$ cat src/rtl/lsu_mem_initiator.sv
// lsu_mem_initiator: RV32I load/store initiator onto a word-organised data memory
module lsu_mem_initiator #(
  parameter int DM_ADDRESS = 9,
  parameter int DATA_W     = 32
) (
  input  logic                  clk,
  input  logic                  reset,
  input  logic                  req_valid,
  output logic                  req_ready,
  input  logic                  req_store,
  input  logic [2:0]            req_funct3,
  input  logic [31:0]           req_addr,
  input  logic [DATA_W-1:0]     req_wdata,
  output logic                  resp_valid,
  output logic [DATA_W-1:0]     resp_rdata,
  output logic                  resp_err,
  output logic                  mem_read,
  output logic                  mem_write,
  output logic [DM_ADDRESS-1:0] mem_a,
  output logic [DATA_W-1:0]     mem_wd,
  input  logic [DATA_W-1:0]     mem_rd
);
  localparam logic [1:0] IDLE = 2'd0, RD = 2'd1, WR = 2'd2, DONE = 2'd3;
  logic [1:0] state_q, state_d, acc_state;
  logic store_q, err_q, err_d, illegal, misal;
  logic [2:0] f3_q;
  logic [1:0] off_q;
  logic [DM_ADDRESS-1:0] a_q;
  logic [31:0] wd_q, rdata_q, sh_rd, ld_d, mask, ins, mrg;
  logic [7:0] byte_v;
  logic [15:0] half_v;
  // decode the incoming request, pick the next state, and build load/merge data from mem_rd
  always_comb begin
    illegal = req_store ? (req_funct3 > 3'd2) : (req_funct3[1:0] == 2'b11 || req_funct3 == 3'b110);
    misal = (req_funct3[1:0] == 2'b01 && req_addr[0]) || (req_funct3[1:0] == 2'b10 && req_addr[1:0] != 2'b00);
    err_d = illegal | misal;
    acc_state = err_d ? DONE : (req_store && req_funct3[1:0] == 2'b10) ? WR : RD;
    state_d = state_q == IDLE ? (req_valid ? acc_state : IDLE) :
              state_q == RD   ? (store_q ? WR : DONE) :
              state_q == WR   ? DONE : IDLE;
    sh_rd = mem_rd >> {off_q, 3'b000};
    byte_v = sh_rd[7:0];
    half_v = off_q[1] ? mem_rd[31:16] : mem_rd[15:0];
    ld_d = f3_q[1:0] == 2'b00 ? {{24{~f3_q[2] & byte_v[7]}}, byte_v} :
           f3_q[1:0] == 2'b01 ? {{16{~f3_q[2] & half_v[15]}}, half_v} : mem_rd;
    mask = f3_q[0] ? (32'h0000FFFF << {off_q[1], 4'b0000}) : (32'h000000FF << {off_q, 3'b000});
    ins = f3_q[0] ? ({16'b0, wd_q[15:0]} << {off_q[1], 4'b0000}) : ({24'b0, wd_q[7:0]} << {off_q, 3'b000});
    mrg = (mem_rd & ~mask) | ins;
  end
  // capture the request in IDLE, then the extended load or merged store word at the end of RD
  always_ff @(posedge clk or posedge reset) begin
    if (reset) begin
      state_q <= IDLE;
      store_q <= 1'b0;
      f3_q    <= 3'b000;
      off_q   <= 2'b00;
      a_q     <= '0;
      wd_q    <= '0;
      rdata_q <= '0;
      err_q   <= 1'b0;
    end else begin
      state_q <= state_d;
      if (state_q == IDLE && req_valid) begin
        store_q <= req_store;
        f3_q    <= req_funct3;
        off_q   <= req_addr[1:0];
        a_q     <= req_addr[DM_ADDRESS+1:2];
        wd_q    <= req_wdata;
        rdata_q <= '0;
        err_q   <= err_d;
      end else if (state_q == RD) begin
        if (store_q) wd_q <= mrg;
        else rdata_q <= ld_d;
      end
    end
  end
  assign req_ready  = state_q == IDLE;
  assign resp_valid = state_q == DONE;
  assign mem_read   = state_q == RD;
  assign mem_write  = state_q == WR;
  assign mem_a      = a_q;
  assign mem_wd     = wd_q;
  assign resp_rdata = rdata_q;
  assign resp_err   = err_q;
endmodule

$ cat config.mk
export PLATFORM = sky130hd
export DESIGN_NAME = lsu_mem_initiator
export DESIGN_NICKNAME = d
export VERILOG_FILES = /design/src/rtl/lsu_mem_initiator.sv
export SDC_FILE = /design/constraint.sdc
export NUM_CORES = 1
export LEC_CHECK = 0
export ABC_AREA = 1
export ABC_CLOCK_PERIOD_IN_PS = 3600
export CORE_MARGIN = 5
export CORE_UTILIZATION = 55
export DETAILED_ROUTE_END_ITERATION = 12
export DONT_BUFFER_PORTS = 1
export PLACE_DENSITY = 0.7
export SETUP_SLACK_MARGIN = 0.1
export SLEW_MARGIN = 20
export SYNTH_ARGS = -nofsm -noshare
export SYNTH_HDL_FRONTEND = slang
export SYNTH_SLANG_ARGS = --single-unit
$ cat constraint.sdc
create_clock -name clk -period 3.6 [get_ports clk]
set_clock_uncertainty 0.1 [all_clocks]
set_input_delay 0.54 -clock clk [delete_from_list [all_inputs] [get_ports clk]]
set_output_delay 0.54 -clock clk [all_outputs]
set_load 0.05 [all_outputs]
Word level (Yosys, flattened, before mapping)
Index checks and enable logic that the tools add are counted.

operators by class
  order comparisons = 1
  div/mod/pow operators = 0
  reductions and logical operators = 13
  shift-type cells = 5
  bitwise logic cells = 7
  equality and inequality tests = 9
  muxes and demuxes = 19
  add/sub/neg operators = 0
  $mul = 0

operator list
  operator                                                                          count
  32-bit 2-to-1 mux                                                                 10
  32-bit AND                                                                        1
  32-bit inverter                                                                   1
  32-bit bitwise OR                                                                 1
  16-bit by 5-bit << shifter with 32-bit output                                     1
  16-bit by 5-bit << shifter with 32-bit output (first input constant)              1
  8-bit by 5-bit << shifter with 32-bit output                                      1
  8-bit by 5-bit << shifter with 32-bit output (first input constant)               1
  32-bit by 5-bit >> shifter with 8-bit output                                      1
  16-bit 2-to-1 mux                                                                 1
  2-bit 2-to-1 mux                                                                  6
  2-bit == test (second input constant)                                             4
  2-bit by 1-bit == test with 1-bit output (second input constant)                  3
  2-bit nonzero test                                                                3
  1-bit logical AND                                                                 4
  2-bit zero test                                                                   2
  2-bit AND reduction                                                               2
  3-bit == test (second input constant)                                             1
  3-bit by 2-bit greater-than comparator with 1-bit output (second input constant)  1
  1-bit AND                                                                         2
  1-bit logical OR                                                                  2
  1-bit 2-to-1 mux                                                                  2
  2-bit by 1-bit inequality test with 1-bit output (second input constant)          1
  1-bit inverter                                                                    1
  1-bit bitwise OR                                                                  1

storage, ports and cells
  input port bits = 103
  latch bits = 0
  memories kept = 0
  RAM bits = 0
  register bits after elaboration = 82
  bits in read-only memories = 0
  logic and storage cells = 62
  output and inout bits = 78

Depth between registers and ports, before layout
  depth after elaboration = 8
  mapped depth = 11
  gate-level depth less buffers = 9

Worst setup path after synthesis
OpenSTA, ideal clock, no wires.

  path kind = reg-to-reg
  start point = register state_q[0]
  end point = register wd_q[0] (netlist: mem_wd[0])
  cell stages (with the launch flop) = 9
  arrival = 1,789 ps
  setup slack = 1,590 ps
  buffers on the path = 1
  period minus slack after synthesis = 2,010 ps
  setup time = 121 ps
  data required time = 3,379 ps
  cells stage by stage = dfrtp_1 > inv_1 > ha_1 > nand2_1 > nand2_1 > clkbuf_1 > nand2_1 > o22ai_1 > nor2_1

on the way
  word-level cells in the longest chain between the ends = 4
  elaborated cells on any way between the ends = 7
  classes of those cells = 1 x eq/ne; 1 x mux; 5 x reduce/logical

ends and longest elaborated chain
  item                           line  RTL
  from (decl)                    24    logic [1:0] state_q, state_d, acc_state;
  from (signal assigned)         62    state_q <= state_d;
  2-bit zero test *              n/a
  named net req_ready            9     output logic req_ready,
  1-bit logical AND *            63    if (state_q == IDLE && req_valid) begin
  2-bit nonzero test (no line)   n/a
  2-bit AND reduction (no line)  n/a
  to (signal assigned)           68    wd_q <= req_wdata;
  to (signal assigned)           72    if (store_q) wd_q <= mrg;
  to (decl)                      29    logic [31:0] wd_q, rdata_q, sh_rd, ld_d, mask, ins, mrg;

The timed path passes the listed nets; every way through them passes the cells marked *.
A chain may end at the register's enable or synchronous reset.

Worst setup path in the final report
  start point = register state_q[0]
  end point = register rdata_q[13] (netlist: resp_rdata[13])

on the way
  word-level cells in the longest chain between the ends = 4
  elaborated cells on any way between the ends = 7
  classes of those cells = 2 x eq/ne; 1 x mux; 4 x reduce/logical

ends and longest elaborated chain
  item                                                                                              line  RTL
  2-bit zero test                                                                                   63
  1-bit logical AND                                                                                 63
  2-bit by 1-bit inequality test with 1-bit output (no line) or 2-bit nonzero test (tied branches)  n/a
  2-bit AND reduction (no line)                                                                     n/a
  to (signal assigned)                                                                              73    else rdata_q <= ld_d;
  to (decl)                                                                                         29

Several ways; a longest one is shown, not always the timed one.

==> qor.csv <==
metric;value;unit
slowest cell delay on critical path;560;ps
number of remaining DRC errors;0;
aggregate global routing overflow;0;
result of the run;finished clean;
Tot Pwr;5741;uW
post-synthesis sequential area ratio;0.4323;
Reg power frac;0.515;
Slew Limit Fails;0;
Yosys top cell area share;0.4323;
worst reg2reg setup slack;970;ps
Nets;802;
main area contributors after synthesis;sky130_fd_sc_hd__dfrtp_1, sky130_fd_sc_hd__nand2_1, sky130_fd_sc_hd__o21ai_0;
net switching power of the design;3516;uW
number of fill cells;810;
Logic pwr share;0.382;
Place WS;995.4;ps
via count of the first global-routing pass;4336;
fraction of final layout cells sized beyond drive strength 1;0.04857;
startpoint of the worst hold path;req_addr[8];
count of pins on the block boundary;181;
Critical Path Sink Type;flip-flop;
max frequency;0.3803;GHz
Setup Buffers After CTS;0;
sinks on the clock net;82;
CTS Hold Bufs;1;
area of the core region;8299;um^2
total wire length;14700;um
post-DP HPWL;10900;um
final setup violating endpoints;0;
CTS Buffer Depth;2;
type of the worst min-delay path;input pin to flip-flop;
WL/cell;18.26;um
slew at the pin closest to its max-slew limit;899.5;ps
average instance area after synthesis;6.667;um^2
routability cong.;0.9531;
number of H-tree branching levels;3;
clock slew at the register clock pins of the worst setup and hold paths;80;ps
DRT antenna net count;0;
#FFs+latches synth;82;
number of different library cells in the post-synthesis netlist;22;
maximum number of pins on one net before global-route repair;37;
height of the die;102.9;um
destination of the worst hold path;mem_a[6];
power density relative to cell area;1161;nW/um^2
most frequent cells after synthesis;sky130_fd_sc_hd__nand2_1, sky130_fd_sc_hd__dfrtp_1, sky130_fd_sc_hd__inv_1;
Worst path slowest cell;sky130_fd_sc_hd__inv_1;
startpoint of the most critical register-to-register path;state_q[0];
number of gates resized after cts;0;
portion of netlist area occupied by mux cells;0;
Net Sw Frac;0.6125;
clock root buffer;sky130_fd_sc_hd__clkbuf_8;
xor/xnor cell area share of the yosys netlist;0;
area delta synth->final;4.138;%
largest family of logic cells by synthesized area;simple AND/OR/NAND/NOR gates;
Worst-Skew Late Latency;350;ps
share of synthesized registers carrying an async set or reset;1.000;
Post-Syn Area;4747;um^2
endpoints failing hold;0;
Internal;2225;uW
synthesized-area fraction occupied by ao, oa, aoi and oai cells;0.09462;
minimum setup slack in the final design;970.4;ps
arrival time reported for the critical path endpoint;2820;ps
detailed router's first-iteration violation count;348;
launching element type of the critical path;flip-flop;
adder-cell share of the synthesized area;0.01054;
basic-gate share of the synthesized area counting and, or, nand and nor cells;0.3766;
cell with the most instances after synthesis;sky130_fd_sc_hd__nand2_1;
critical path fanouts, max;32;
required time of the critical path;3790;ps
proportion of power drawn by the clock network;0.103;
critical path start-end classification;flip-flop to flip-flop;
post-synth net total;819;
die width;102.9;um
Post-synth EDFFs;0;
post-detailed-route via-to-cell ratio;5.714;
number of antenna violations at the first check in global routing;0;
floorplan die area;10590;um^2
headroom to the max-slew limit;0.3996;
IR drop worst, VDD;0.0007662;V
gate count of the mapped netlist;712;
share of the clock period used by the worst path after layout;0.7304;
static leakage;0.002766;uW
r2r worst-path depth;10;
via count;4600;
max_cap viols;0;
initial standard-cell utilization of the core;0.5720;
r2r endpoint;resp_rdata[13];
number of antenna repair diodes;0;
cell chain of the critical path;inv_1 -> ha_1 -> nand2_2 -> inv_1 -> nor2_1 -> buf_4 -> nand2_1 -> inv_1 -> nand2_1 -> nand2_1;
wire length of the first global-routing pass;22820;um
placement row count;33;
unrepaired setup endpoints after global routing;false;
TritonCTS Buffers;9;
most area-hungry cell type in the Yosys netlist;sky130_fd_sc_hd__dfrtp_1;
top flip-flop cell by instance count after synthesis;sky130_fd_sc_hd__dfrtp_1;
sum of negative setup slack;0;ps
Port Buf Inserts;0;
number of optimization iterations in the first detailed-route pass;5;
CTS tree;yes;
Min Clock Period, post-route;2630;ps
total global routing track utilization;0.2828;
number of cells on the worst hold path;2;
yosys synthesis warning count;0;
post-route core utilization;0.5957;
==> metrics by stage <==
stage	cell area [um^2]	instances	hold WS (ps)
6_report	4943	805	195.3
5_1_grt	4943	805	175.8
4_1_cts	4943	805	182.3
3_5_place_dp	4771	788	335.4
3_3_place_gp	4771	788	327.4
2_1_floorplan	4747	712	448.7
==> power groups by stage <==
stage	sequential [uW]	combinational [uW]	clock, uW
after floorplan	2750	1860	0
after global routing	3010	2520	648
after detailed placement	2980	2170	0
after CTS	2960	2180	603
after global placement	2970	2120	0
final	2960	2190	589
==> layout by cell type (no fill, tap or decap) <==
cell	Yosys	routed
sky130_fd_sc_hd__dlygate4sd3_1	0	1
sky130_fd_sc_hd__clkinv_2	0	4
sky130_fd_sc_hd__nand3_1	39	39
sky130_fd_sc_hd__inv_1	64	63
sky130_fd_sc_hd__o21ai_0	57	57
sky130_fd_sc_hd__nand3_2	1	1
sky130_fd_sc_hd__nor2_2	5	5
sky130_fd_sc_hd__nand2_2	1	2
sky130_fd_sc_hd__clkinvlp_4	0	1
sky130_fd_sc_hd__o21ai_1	3	3
sky130_fd_sc_hd__o22ai_1	8	8
sky130_fd_sc_hd__clkbuf_8	0	9
sky130_fd_sc_hd__dfrtp_1	82	82
sky130_fd_sc_hd__nor2_1	26	26
sky130_fd_sc_hd__a21oi_1	18	18
sky130_fd_sc_hd__ha_1	4	4
sky130_fd_sc_hd__nand4_1	17	17
sky130_fd_sc_hd__nand2_1	338	337
sky130_fd_sc_hd__clkbuf_1	20	2
sky130_fd_sc_hd__or2_2	2	2
sky130_fd_sc_hd__nand3b_1	8	8
sky130_fd_sc_hd__inv_2	3	3
sky130_fd_sc_hd__clkinv_4	0	1
sky130_fd_sc_hd__o221ai_1	1	1
sky130_fd_sc_hd__buf_4	3	6
==> kinds of logic after synthesis <==
| logic type | count (synthesis) |
|---|---|
| simple gates | 437 |
| buf+inv | 102 |
| compound gates | 87 |
| flops | 82 |
| fa+ha+maj | 4 |
==> layout make-up <==
cell class	count	area, um^2	share of cell area
Clock buffer	11	131.4	0.02658
Clock inverter	5	31.28	0.006328
Inverter	67	252.7	0.05113
Multi-Input combinational cell	528	2290	0.4632
Sequential cell	82	2052	0.4151
Tap cell	105	131.4	0.02658
Timing Repair Buffer	7	55.05	0.01114
==> layer usage <==
metal  global-route usage  part of all wire
met2               0.4356              0.46
met4              0.09562             0.028
met5                    0                 0
met1               0.3832              0.42
met3              0.08322             0.094
==> worst max-delay path, delay by kind of cell, from the launching register on <==
| family | cells | cell delay (ps) |
|---|---|---|
| simple gates | 5 | 850 |
| fa+ha+maj | 1 | 230 |
| buf+inv | 4 | 1010 |
| flops | 1 | 370 |
==> state kept, by name, summed over array words and instances (netlist names) <==
signal and count:
resp_rdata 32, mem_a 9, resp_err 1, f3_q 3, store_q 1, off_q 2, state_q 2, mem_wd 32
==> worst max path at each step <==
| stage | startpoint | end | slack (ps) | cells after the start |
|---|---|---|---|---|
| after floorplan | reset | f3_q[0] | 850 | 1 |
| after global placement | state_q[0] | resp_rdata[9] | 1080 | 10 |
| after CTS | state_q[1] | mem_wd[22] | 990 | 7 |
| after detailed placement | state_q[1] | mem_wd[22] | 1000 | 7 |
| final | state_q[0] | resp_rdata[13] | 970 | 10 |
| after global routing | state_q[1] | resp_rdata[14] | 690 | 10 |
Note: power is estimated with default switching activity, not from simulation.
